===== src/rtl/reg_pipe_pkg.sv =====
// -----------------------------------------------------------------------------
// reg_pipe_pkg
// Shared constants, types and helpers for the reg_pipe handshaked register
// pipeline.
//   REG_PIPE_DEPTH_MAX : largest supported stage count
//   REG_PIPE_WIDTH_MAX : widest data word carried by pipe_stage_t
//   pipe_stage_t       : {valid, data} snapshot of one stage, for benches
//   clog2_p1(n)        : bits needed to hold the values 0..n (occupancy width)
// -----------------------------------------------------------------------------
package reg_pipe_pkg;

  localparam int REG_PIPE_DEPTH_MAX = 64;
  localparam int REG_PIPE_WIDTH_MAX = 64;

  typedef struct packed {
    logic                          valid;
    logic [REG_PIPE_WIDTH_MAX-1:0] data;
  } pipe_stage_t;

  // Smallest w with 2**w > n, i.e. the width of a counter reaching n.
  // The loop stops at 30 so the shift never reaches the sign bit.
  function automatic int clog2_p1(input int n);
    int w;
    w = 0;
    for (int i = 0; i < 31; i++) begin
      if ((32'sd1 <<< i) < (n + 32'sd1)) begin
        w = i + 1;
      end else begin
        w = w;
      end
    end
    return w;
  endfunction

endpackage : reg_pipe_pkg


===== src/rtl/reg_pipe_stage.sv =====
// -----------------------------------------------------------------------------
// reg_pipe_stage
// One WIDTH-bit stage of reg_pipe: a valid flag, a data register and the
// stage's contribution to the ready chain.
//   clk        : rising-edge clock
//   rst        : asynchronous active-low reset (clears valid and data)
//   flush      : synchronous clear of the valid flag, data untouched
//   load       : capture d_in this cycle (already gated against flush)
//   d_in       : data offered by the previous stage or the pipe input
//   down_ready : next stage (or downstream) can take this stage's beat
//   v          : stage holds a beat
//   d          : stage data (don't-care while v is low)
//   ready      : stage can accept a beat this cycle
// -----------------------------------------------------------------------------
module reg_pipe_stage
  import reg_pipe_pkg::*;
#(
  parameter int WIDTH = 8
) (
  input  logic             clk,
  input  logic             rst,
  input  logic             flush,
  input  logic             load,
  input  logic [WIDTH-1:0] d_in,
  input  logic             down_ready,
  output logic             v,
  output logic [WIDTH-1:0] d,
  output logic             ready
);

  logic             v_r;
  logic [WIDTH-1:0] d_r;

  // A stage is free when empty, or when its current beat moves on this cycle.
  assign ready = !v_r || down_ready;
  assign v     = v_r;
  assign d     = d_r;

  // Valid flag: a load wins over the departure of the previous beat.
  always_ff @(posedge clk or negedge rst) begin
    if (!rst) begin
      v_r <= 1'b0;
    end else if (flush) begin
      v_r <= 1'b0;
    end else if (load) begin
      v_r <= 1'b1;
    end else if (v_r && down_ready) begin
      v_r <= 1'b0;
    end else begin
      v_r <= v_r;
    end
  end

  // Data register: changes only on a load, so an emptied stage keeps stale data.
  always_ff @(posedge clk or negedge rst) begin
    if (!rst) begin
      d_r <= {WIDTH{1'b0}};
    end else if (load) begin
      d_r <= d_in;
    end else begin
      d_r <= d_r;
    end
  end

endmodule : reg_pipe_stage


===== src/rtl/reg_pipe.sv =====
// -----------------------------------------------------------------------------
// reg_pipe
// Valid/ready register pipeline of DEPTH stages carrying WIDTH-bit beats.
// Empty stages are filled while the output is stalled (bubble collapsing), so
// the pipe only back-pressures when every stage is full and out_ready is low.
//   clk       : rising-edge clock
//   rst       : asynchronous active-low reset
//   flush     : synchronous clear of all stages (data untouched)
//   in_valid  : upstream beat present
//   in_data   : upstream data
//   in_ready  : pipe accepts a beat this cycle (combinational from out_ready)
//   out_valid : last stage holds a beat
//   out_data  : last stage data
//   out_ready : downstream accepts a beat this cycle
//   occ       : number of valid stages (registered)
// Build option: define REG_PIPE_OCC_EN to implement occ; otherwise occ is
// tied to zero.
// -----------------------------------------------------------------------------
module reg_pipe
  import reg_pipe_pkg::*;
#(
  parameter int WIDTH = 8,
  parameter int DEPTH = 4,
  parameter int OCCW  = clog2_p1(DEPTH)
) (
  input  logic            clk,
  input  logic            rst,
  input  logic            flush,
  input  logic            in_valid,
  input  logic [WIDTH-1:0] in_data,
  output logic            in_ready,
  output logic            out_valid,
  output logic [WIDTH-1:0] out_data,
  input  logic            out_ready,
  output logic [OCCW-1:0] occ
);

  logic             v_s    [DEPTH];
  logic             r_s    [DEPTH];
  logic             down_s [DEPTH];
  logic             load_s [DEPTH];
  logic [WIDTH-1:0] d_s    [DEPTH];
  logic [WIDTH-1:0] din_s  [DEPTH];
  logic             in_fire_s;

  // The ready chain runs from the output back to stage 0; flush blocks intake.
  assign in_ready  = r_s[0] && !flush;
  assign in_fire_s = in_valid && in_ready;
  assign out_valid = v_s[DEPTH-1];
  assign out_data  = d_s[DEPTH-1];

  for (genvar g = 0; g < DEPTH; g++) begin : g_stage
    if (g == DEPTH - 1) begin : g_last
      assign down_s[g] = out_ready;
    end else begin : g_mid
      assign down_s[g] = r_s[g+1];
    end

    if (g == 0) begin : g_first
      assign load_s[g] = in_fire_s;
      assign din_s[g]  = in_data;
    end else begin : g_next
      // Stage g pulls its predecessor's beat whenever it has room for it.
      assign load_s[g] = v_s[g-1] && r_s[g] && !flush;
      assign din_s[g]  = d_s[g-1];
    end

    reg_pipe_stage #(
      .WIDTH (WIDTH)
    ) u_stage (
      .clk        (clk),
      .rst        (rst),
      .flush      (flush),
      .load       (load_s[g]),
      .d_in       (din_s[g]),
      .down_ready (down_s[g]),
      .v          (v_s[g]),
      .d          (d_s[g]),
      .ready      (r_s[g])
    );
  end

`ifdef REG_PIPE_OCC_EN
  logic            out_fire_s;
  logic [OCCW-1:0] occ_r;

  // Beats shuffled between stages do not change the population of valid
  // flags, so tracking entries and exits keeps occ equal to popcount(v).
  assign out_fire_s = out_valid && out_ready && !flush;
  assign occ        = occ_r;

  // Occupancy register, updated on the same edge as the valid flags.
  always_ff @(posedge clk or negedge rst) begin
    if (!rst) begin
      occ_r <= {OCCW{1'b0}};
    end else if (flush) begin
      occ_r <= {OCCW{1'b0}};
    end else begin
      occ_r <= occ_r + OCCW'(in_fire_s) - OCCW'(out_fire_s);
    end
  end
`else
  assign occ = {OCCW{1'b0}};
`endif

endmodule : reg_pipe


===== config.mk =====
export PLATFORM = sky130hd
export DESIGN_NAME = reg_pipe
export DESIGN_NICKNAME = d
export VERILOG_FILES = /design/src/rtl/reg_pipe_pkg.sv /design/src/rtl/reg_pipe_stage.sv /design/src/rtl/reg_pipe.sv
export SDC_FILE = /design/constraint.sdc
export NUM_CORES = 1
export LEC_CHECK = 0
export ABC_AREA = 1
export BUFFER_PORTS_ARGS = -buffer_cell sky130_fd_sc_hd__buf_2
export CORE_MARGIN = 5
export CORE_UTILIZATION = 58
export CTS_CLUSTER_DIAMETER = 200
export DETAILED_ROUTE_END_ITERATION = 7
export PLACE_DENSITY = 0.82
export SLEW_MARGIN = 30
export SYNTH_ARGS = -nofsm -noshare
export SYNTH_HDL_FRONTEND = slang
export SYNTH_SLANG_ARGS = --single-unit

===== constraint.sdc =====
create_clock -name clk -period 2 [get_ports clk]
set_clock_uncertainty 0.2 [all_clocks]
set_input_delay 0.2 -clock clk [delete_from_list [all_inputs] [get_ports clk]]
set_output_delay 0.2 -clock clk [all_outputs]
set_load 0.05 [all_outputs]

==> impl_metrics.toml, run 1 <==
[sta]
worst_slew_pin_slew_ns = 0.775
worst_slack_ns = 0.123
slew_headroom_pct = 48.3
fin_crit_sh_pct = 93.9
setup_violations = 0
fin_crit_ns = 1.88
hold_violations = 0
max_freq_mhz = 533
slew_violations = 0
hold_ws_ns = 0.00370
rsz0062_at_grt = "yes"

[pwr]
ir_worst_vdd_mv = 0.825
powerDensity_nw_per_um2 = 1020
total_leakage_power_nw = 0.931
finalPower_mw = 1.81

[placed_design]
port_buffers = 22
place_ws_ns = 0.439
dp_hpwl_um = 1760
placed_cells = 198
place_congestion = 0.720

[clock_network]
clockBufferDepth = 2
clock_sinks = 36
tritoncts = "done"
clock_latency_ns = 0.34
clock-root-buffer = "clkbuf_4"
h-tree-depth = 2
post_cts_buffers = 0
clkTransAtPathRegs_ns = 0.10
numCtsBuffers = 5

[final_layout]
fin_cells = 217
diodes = 0
syn2layout_area_growth_pct = 15.3
final_nets = 200
nFillCells = 192
final_layout_size_suffix_gt1_share_pct = 21.4

[synth]
syn_area_um2 = 1540
synth_area_per_cell_um2 = 9.63
yosysUniqueCellTypes = 21
yosys_warnings = 0
syn_inst = 160
ys_seq_area_share_pct = 58.4
ys_ff_latch = 36

[floorplanning]
start_util_pct = 61.7
core-area_um2 = 2500
num_rows = 18
dieArea_um2 = 3790
die_h_um = 61.6
die_w_um = 61.6
ios = 26

[drt]
wl_per_cell_um = 12.3
viasPerCell = 4.81
routed_wl_um = 2680
dr.pass1.iters = 4
first_iter_violations = 38
drc = 0
ant_nets = 0
via_count = 1044

[setup_path]
worstPathCellList = "inv_1 > nor2_2 > nand4_4 > inv_1 > nor2_1 > buf_2"
r2r-start = "g_stage[3].u_stage.v"
arrival_ns = 1.48
cp_slowest_cell = "dfrtp_1"
r2r_setup_slack_ns = 0.15
worstPathRequired_ns = 1.60
critPathLaunchType = "flop"
slowest_delay_ns = 0.35
cp-end-kind = "primary output"
rr_endpoint = "g_stage[3].u_stage.d[1]"
ff2ff_path_depth = 6
critPathMaxFanout = 10
crit_type = "flop to primary output"
path_common_cell = "inv_1"

[hold_path]
holdPathEnd = "g_stage[0].u_stage.d[6]"
hp-class = "input port to flop"
hp-start = "in_valid"
hold_depth = 3

[flow_run]
maxCapViolations = 0

[grt]
grt_antenna_before_repair = 0
grt_pass1_wl_um = 4470
gr-total-overflow = 0
grt_max_degree = 37
grt_usage_pct = 16.7
grt_pass1_vias = 1049

[outcome]
status = "finished clean"
[where the power goes]
| part | switching, mW | internal, mW |
|---|---|---|
| Sequential | 0.0668 | 0.866 |
| Clock | 0.227 | 0.199 |
| Combinational | 0.325 | 0.124 |
| Total | 0.618 | 1.19 |
[cells in the mapped netlist]
master | number | area, um^2
dfrtp_1 | 36 | 901
nand2_1 | 33 | 124
inv_1 | 20 | 75.1
o21ai_0 | 16 | 80.1
buf_4 | 12 | 90.1
nor2_1 | 9 | 33.8
nand4_1 | 8 | 50.1
a21oi_1 | 7 | 35.0
nand3_2 | 3 | 30.0
nor2_2 | 3 | 18.8
a21oi_2 | 2 | 17.5
buf_6 | 2 | 22.5
clkbuf_1 | 1 | 3.75
clkbuf_2 | 1 | 5.00
conb_1 | 1 | 3.75
inv_2 | 1 | 3.75
nand3_1 | 1 | 5.00
nand3_4 | 1 | 17.5
nand4_2 | 1 | 12.5
o21ai_1 | 1 | 5.00
o31ai_1 | 1 | 7.51
[logic make-up after synthesis]
logic type / after synthesis / share of synthesized area, %
buffers and inverters: 37 / 13.0
other: 1 / 0.243
AND/OR/NAND/NOR: 59 / 18.9
AO/OA/AOI/OAI: 27 / 9.42
flip-flops: 36 / 58.4
[worst max path at each step]
stage	startpoint	endpoint	slack, ns	depth (start not counted)
after CTS	g_stage[3].u_stage.v	g_stage[3].u_stage.d[1]	0.07	6
after floorplan	g_stage[3].u_stage.v	in_ready	0.008	5
after global placement	g_stage[3].u_stage.v	in_ready	0.48	6
final	g_stage[3].u_stage.v	in_ready	0.12	6
after global routing	g_stage[3].u_stage.v	g_stage[3].u_stage.d[0]	-0.03	7
after detailed placement	g_stage[3].u_stage.v	in_ready	0.44	6
[state kept, by name, indices dropped and copies added, names as in the netlist]
register / cells
g_stage.u_stage.d: 32
g_stage.u_stage.v: 4
[critical path: cells and delay by family, from the launching register on]
kind	cells	cell delay, ns
buf+inv	3	0.37
flops	1	0.35
simple gates	3	0.42
[per-stage QoR]
step                instance area (um^2)  utilization [%]  setup TNS [ns]
floorplan                           1550                -               0
global placement                    1580             63.0               0
detailed placement                  1580             63.0               0
CTS                                 1760             70.4               0
global route                        1780             71.1          -0.135
finish                              1780             71.1               0
[layout make-up]
type / count / area (um^2) / area share, %
clock buffer: 7 / 65.1 / 3.66
inverter: 21 / 78.8 / 4.44
multi-input combinational: 89 / 464 / 26.1
sequential: 36 / 901 / 50.7
tap: 30 / 37.5 / 2.11
timing repair buffer: 34 / 230 / 13.0
[layout by cell type (no fill, tap or decap), types with 3 or more instances in the layout]
master         count
a21oi_1            7
buf_2             22
clkbuf_4           5
conb_1             3
dfrtp_1           36
dlygate4sd3_1     12
inv_1             20
nand2_1           33
nand4_1            8
nor2_1             9
nor2_2             3
o21ai_0           15
[what timing repair did]
| item | 4_1_cts | 5_1_grt |
|---|---|---|
| setup endpoints to repair | 0 | 10 |
| endpoints found under the hold margin | 48 | 0 |
| hold buffers | 12 | 0 |
| resized for setup | 0 | 3 |
[metal layers]
layer  up-vias  GRT usage, %  part of all wire, %  wire, um
met3         6          5.03                  5.6       150
met1       467          18.6                   42      1120
met4         0          7.58                  1.6        44
li1        548             -                    -         -
met2        23          29.1                   51      1360
met5         -             0                    0         0
Note: power is estimated with default switching activity, not from simulation.
==> inputs of run 2 (changes only) <==
--- a/config.mk
+++ b/config.mk
@@ -11,6 +11,7 @@
 export CORE_UTILIZATION = 58
 export CTS_CLUSTER_DIAMETER = 200
 export DETAILED_ROUTE_END_ITERATION = 7
+export MAX_ROUTING_LAYER = met4
 export PLACE_DENSITY = 0.82
 export SLEW_MARGIN = 30
 export SYNTH_ARGS = -nofsm -noshare
==> run 2 against run 1 <==
Against the previous run: combinational power about the same; hold slack about the same; first-iteration DRC count down 2.6%; largest power group unchanged; clock-buffer cell count unchanged.
==> impl_metrics.toml, run 2 (synthesis gave the netlist of run 1 again) <==
[sta]
fin_crit_sh_pct = 93.9
rsz0062_at_grt = "yes"
max_freq_mhz = 533
slew_headroom_pct = 48.2
worst_slew_pin_slew_ns = 0.776
fin_crit_ns = 1.88
hold_ws_ns = 0.00377
hold_violations = 0
worst_slack_ns = 0.123
setup_violations = 0
final.setup.tns_ns = 0
slew_violations = 0

[final_layout]
final_cell_mix = "36 x dfrtp_1, 33 x nand2_1, 22 x buf_2"
diodes = 0
fin_cells = 217
layout_commonest_cell = "dfrtp_1"
largest_reg_flops = 32
final_nets = 200
syn2layout_area_growth_pct = 15.3
fin_area_um2 = 1780
final_layout_size_suffix_gt1_share_pct = 21.4
utilization_pct = 71.1

[clock_network]
tritoncts = "done"
clock_latency_ns = 0.34
clock-root-buffer = "clkbuf_4"
post_cts_buffers = 0
numCtsBuffers = 5
clkTransAtPathRegs_ns = 0.10
clock_sinks = 36
clockBufferDepth = 2
h-tree-depth = 2

[drt]
drc = 0
dr.pass1.iters = 4
wl_per_cell_um = 12.3
first_iter_violations = 37
viasPerCell = 4.81
ant_nets = 0
routed_wl_um = 2680
via_count = 1044

[setup_path]
critPathLaunchType = "flop"
critPathMaxFanout = 10
cp-end-kind = "primary output"
crit_type = "flop to primary output"
arrival_ns = 1.48
worstPathRequired_ns = 1.60

[pwr]
p_sw_mw = 0.619
swShare_pct = 34.3
ir_worst_vdd_mv = 0.825
p_clk_share_pct = 23.6
powerDensity_nw_per_um2 = 1020
power_frac_comb_pct = 24.8
seqPwrFrac_pct = 51.6
power.internal_mw = 1.19
finalPower_mw = 1.81
total_leakage_power_nw = 0.931

[floorplanning]
num_rows = 18
die_w_um = 61.6
die_h_um = 61.6
dieArea_um2 = 3790
start_util_pct = 61.7
ios = 26
core-area_um2 = 2500

[placed_design]
placed_area_um2 = 1580
place_ws_ns = 0.439
port_buffers = 22
placed_cells = 198
dp_hpwl_um = 1760
place_congestion = 0.729

[hold_path]
hp-class = "input port to flop"

[grt]
grt_use_met1_pct = 18.6
grt_pass1_vias = 1049
grt_busiest_layer = "met2"
grt_util_met2_pct = 29.1
grt_antenna_before_repair = 0
gr-total-overflow = 0
grt_max_degree = 37
grt_usage_pct = 17.2
use_met3_pct = 5.03
grt_pass1_wl_um = 4470

[flow_run]
maxCapViolations = 0

[outcome]
status = "finished clean"
==> run 2: final cells by class <==
class	count	area [um^2]
clock buffer	7	65.1
fill	192	723
inverter	21	78.8
multi-input combinational	89	464
sequential	36	901
tap	30	37.5
timing repair buffer	34	230
==> run 2: path summary, 6_finish.rpt <==
kind                                              start                       to  slack [ns]  cells after the start
min in group asynchronous                           rst  g_stage[0].u_stage.d[3]        0.27                      2
worst min-delay path                           in_valid  g_stage[0].u_stage.d[6]       0.004                      3
worst min register to register  g_stage[0].u_stage.d[6]  g_stage[0].u_stage.d[6]        0.28                      2
max in group asynchronous                           rst  g_stage[3].u_stage.d[1]        0.83                      2
worst max-delay path               g_stage[3].u_stage.v                 in_ready        0.12                      6
worst max register to register     g_stage[3].u_stage.v  g_stage[3].u_stage.d[1]        0.15                      6
==> run 2: power by group through the flow <==
stage                     combinational [mW]  clock, mW  sequential [mW]
after floorplan                        0.409          0            0.932
after global placement                 0.422          0            0.937
after detailed placement               0.434          0            0.948
after CTS                              0.452      0.430            0.934
after global routing                   0.502      0.458            0.948
final                                  0.448      0.427            0.932
==> run 2: repair_timing <==
| action | CTS | global route |
|---|---|---|
| gates resized for setup | 0 | 3 |
| setup endpoints to repair | 0 | 10 |
| hold endpoints to repair | 48 | 0 |
| hold buffers | 12 | 0 |
==> run 2: worst max-delay path, cell delays in order, from the launching register on <==
cell,delay (ns)
dfrtp_1,0.35
inv_1,0.05
nor2_2,0.19
nand4_4,0.19
inv_1,0.12
nor2_1,0.04
buf_2,0.20
==> run 2: routing by layer <==
| metal | vias up | share of wire (%) |
|---|---|---|
| li1 | 548 | - |
| met1 | 467 | 42 |
| met2 | 23 | 51 |
| met3 | 6 | 5.6 |
| met4 | 0 | 1.6 |
| met5 | - | 0 |
==> inputs of run 3 (changes only) <==
--- a/config.mk
+++ b/config.mk
@@ -6,13 +6,14 @@
 export NUM_CORES = 1
 export LEC_CHECK = 0
 export ABC_AREA = 1
-export BUFFER_PORTS_ARGS = -buffer_cell sky130_fd_sc_hd__buf_2
+export BUFFER_PORTS_ARGS = -buffer_cell sky130_fd_sc_hd__buf_4
 export CORE_MARGIN = 5
 export CORE_UTILIZATION = 58
 export CTS_CLUSTER_DIAMETER = 200
 export DETAILED_ROUTE_END_ITERATION = 7
 export MAX_ROUTING_LAYER = met4
 export PLACE_DENSITY = 0.82
+export SKIP_LAST_GASP = 1
 export SLEW_MARGIN = 30
 export SYNTH_ARGS = -nofsm -noshare
 export SYNTH_HDL_FRONTEND = slang
==> constraint.sdc (replaced) <==
create_clock -name clk -period 2 [get_ports clk]
set_clock_uncertainty 0.2 [all_clocks]
set_input_delay 0.5 -clock clk [delete_from_list [all_inputs] [get_ports clk]]
set_output_delay 0.5 -clock clk [all_outputs]
set_load 0.05 [all_outputs]
==> run 3 against run 2 <==
Against the previous run: utilization shrank 0.35 points; register-to-register slack better by 0.23 ns; clock power down 7.3%; worst setup slack worse by 0.051 ns; combinational power is 4.5% higher; sequential share of layout area grew 0.46 points; maximum frequency fell by 2.6%; sequential power about the same; die area stayed put; non-clock buffer count fell by 6; critical endpoint unchanged.
==> impl_metrics.toml, run 3 (synthesis gave the netlist of run 1 again) <==
[hold_path]
holdPathEnd = "g_stage[2].u_stage.v"
hp-class = "input port to flop"
hp-start = "flush"
hold_depth = 2

[clock_network]
numCtsBuffers = 5
clkTransAtPathRegs_ns = 0.10
clock_sinks = 36
clock_latency_ns = 0.33
tritoncts = "done"
clock-root-buffer = "clkbuf_4"
clockBufferDepth = 2
h-tree-depth = 2

[drt]
routed_wl_um = 2450
first_iter_violations = 40
via_count = 1073
drc = 0
viasPerCell = 5.06
ant_nets = 0
dr.pass1.iters = 4
wl_per_cell_um = 11.6

[setup_path]
path_delay_family = "flip-flops"
path_buf_inv = 3
cp_slowest_cell = "dfrtp_2"
r2r-start = "g_stage[3].u_stage.v"
ff2ff_path_depth = 8
crit_type = "flop to primary output"
r2r_setup_slack_ns = 0.38
worstPathRequired_ns = 1.30
arrival_ns = 1.23
slowest_delay_ns = 0.42
critPathLaunchType = "flop"
cp-end-kind = "primary output"
rr_endpoint = "g_stage[1].u_stage.d[3]"
crit_start = "g_stage[3].u_stage.v"
worstPathCellList = "inv_2 > nor2_4 > nand4_4 > inv_2 > nor2_4 > buf_6"
critPathMaxFanout = 2

[placed_design]
port_buffers = 22
dp_hpwl_um = 1730
placed_cells = 200
place_congestion = 0.737

[grt]
grt_pass1_vias = 982
gr-total-overflow = 0
grt_usage_pct = 16.6
grt_pass1_wl_um = 4290
grt_max_degree = 37
grt_antenna_before_repair = 0

[final_layout]
syn2layout_area_growth_pct = 14.7
final_cell_mix = "33 x nand2_1, 33 x dfrtp_1, 26 x buf_4"
final_nets = 194
largest_reg_flops = 32
multiInputGateArea_um2 = 469
final_layout_size_suffix_gt1_share_pct = 28.6
fin_cells = 212
nFillCells = 197
utilization_pct = 70.7
seqCellArea_um2 = 905
diodes = 0

[sta]
hold_ws_ns = 0.176
hold_violations = 0
fin_crit_ns = 1.93
slew_violations = 0
setup_violations = 0
max_freq_mhz = 519
fin_crit_sh_pct = 96.4
rsz0062_at_grt = "yes"

[pwr]
total_leakage_power_nw = 0.921
powerDensity_nw_per_um2 = 1020
ir_worst_vdd_mv = 0.811
finalPower_mw = 1.80

[outcome]
status = "finished clean"

[floorplanning]
die_h_um = 61.6
core-area_um2 = 2500
dieArea_um2 = 3790
start_util_pct = 61.7
ios = 26
num_rows = 18
die_w_um = 61.6

[flow_run]
maxCapViolations = 0
[run 3: cell count changes in the layout (fill, tap and decap cells not counted), moves of 2 or more]
cell / previous run / this run
inv_2: 1 / 3
dfrtp_1: 36 / 33
dfrtp_2: 0 / 3
dlygate4sd3_1: 12 / 1
inv_1: 20 / 18
buf_4: 0 / 26
buf_2: 22 / 0
clkinv_2: 0 / 2
nor2_4: 0 / 2
[run 3: layout make-up]
type	instances	share of cell area, %
Timing Repair Buffer	28	12.2
Multi-Input combinational cell	89	26.5
Inverter	21	4.46
Tap cell	30	2.12
Sequential cell	36	51.2
Clock inverter	2	0.566
Clock buffer	6	2.90
[run 3: per-layer routing]
layer / routed length (um) / global-route usage, % / share of wire (%)
met1: 1090 / 19.1 / 44
met2: 1170 / 25.9 / 48
met3: 182 / 7.55 / 7.4
met4: 15 / 5.45 / 0.61
met5: 0 / - / 0
[run 3: metrics by stage]
stage,area [um^2],setup WS (ns),setup TNS [ns]
after detailed placement,1650,0.0794,0
after global routing,1770,-0.0250,-0.0250
after global placement,1650,0.135,0
after CTS,1750,0.00212,0
after floorplan,1560,0.111,0
final,1770,0.0718,0
[run 3: power breakdown]
| group | internal (mW) | leakage (nW) | total, mW | switching, mW |
|---|---|---|---|---|
| sequential | 0.866 | 0.440 | 0.931 | 0.0653 |
| clock | 0.167 | 0.0380 | 0.396 | 0.229 |
| combinational | 0.148 | 0.444 | 0.468 | 0.320 |
| total | 1.18 | 0.921 | 1.80 | 0.615 |
[run 3: worst max-delay path by stage]
stage | slack (ns) | cells past startpoint | endpoint
global route | -0.03 | 6 | in_ready
global placement | 0.14 | 6 | in_ready
floorplan | 0.11 | 5 | in_ready
detailed placement | 0.08 | 6 | in_ready
finish | 0.07 | 6 | in_ready
CTS | 0.002 | 6 | in_ready
[run 3: repair_timing]
item	in CTS	in global routing
hold endpoints to repair	36	0
setup endpoints to repair	1	1
hold buffers	1	0
resized for setup	3	4
setup buffers	3	0
pin swaps	1	1
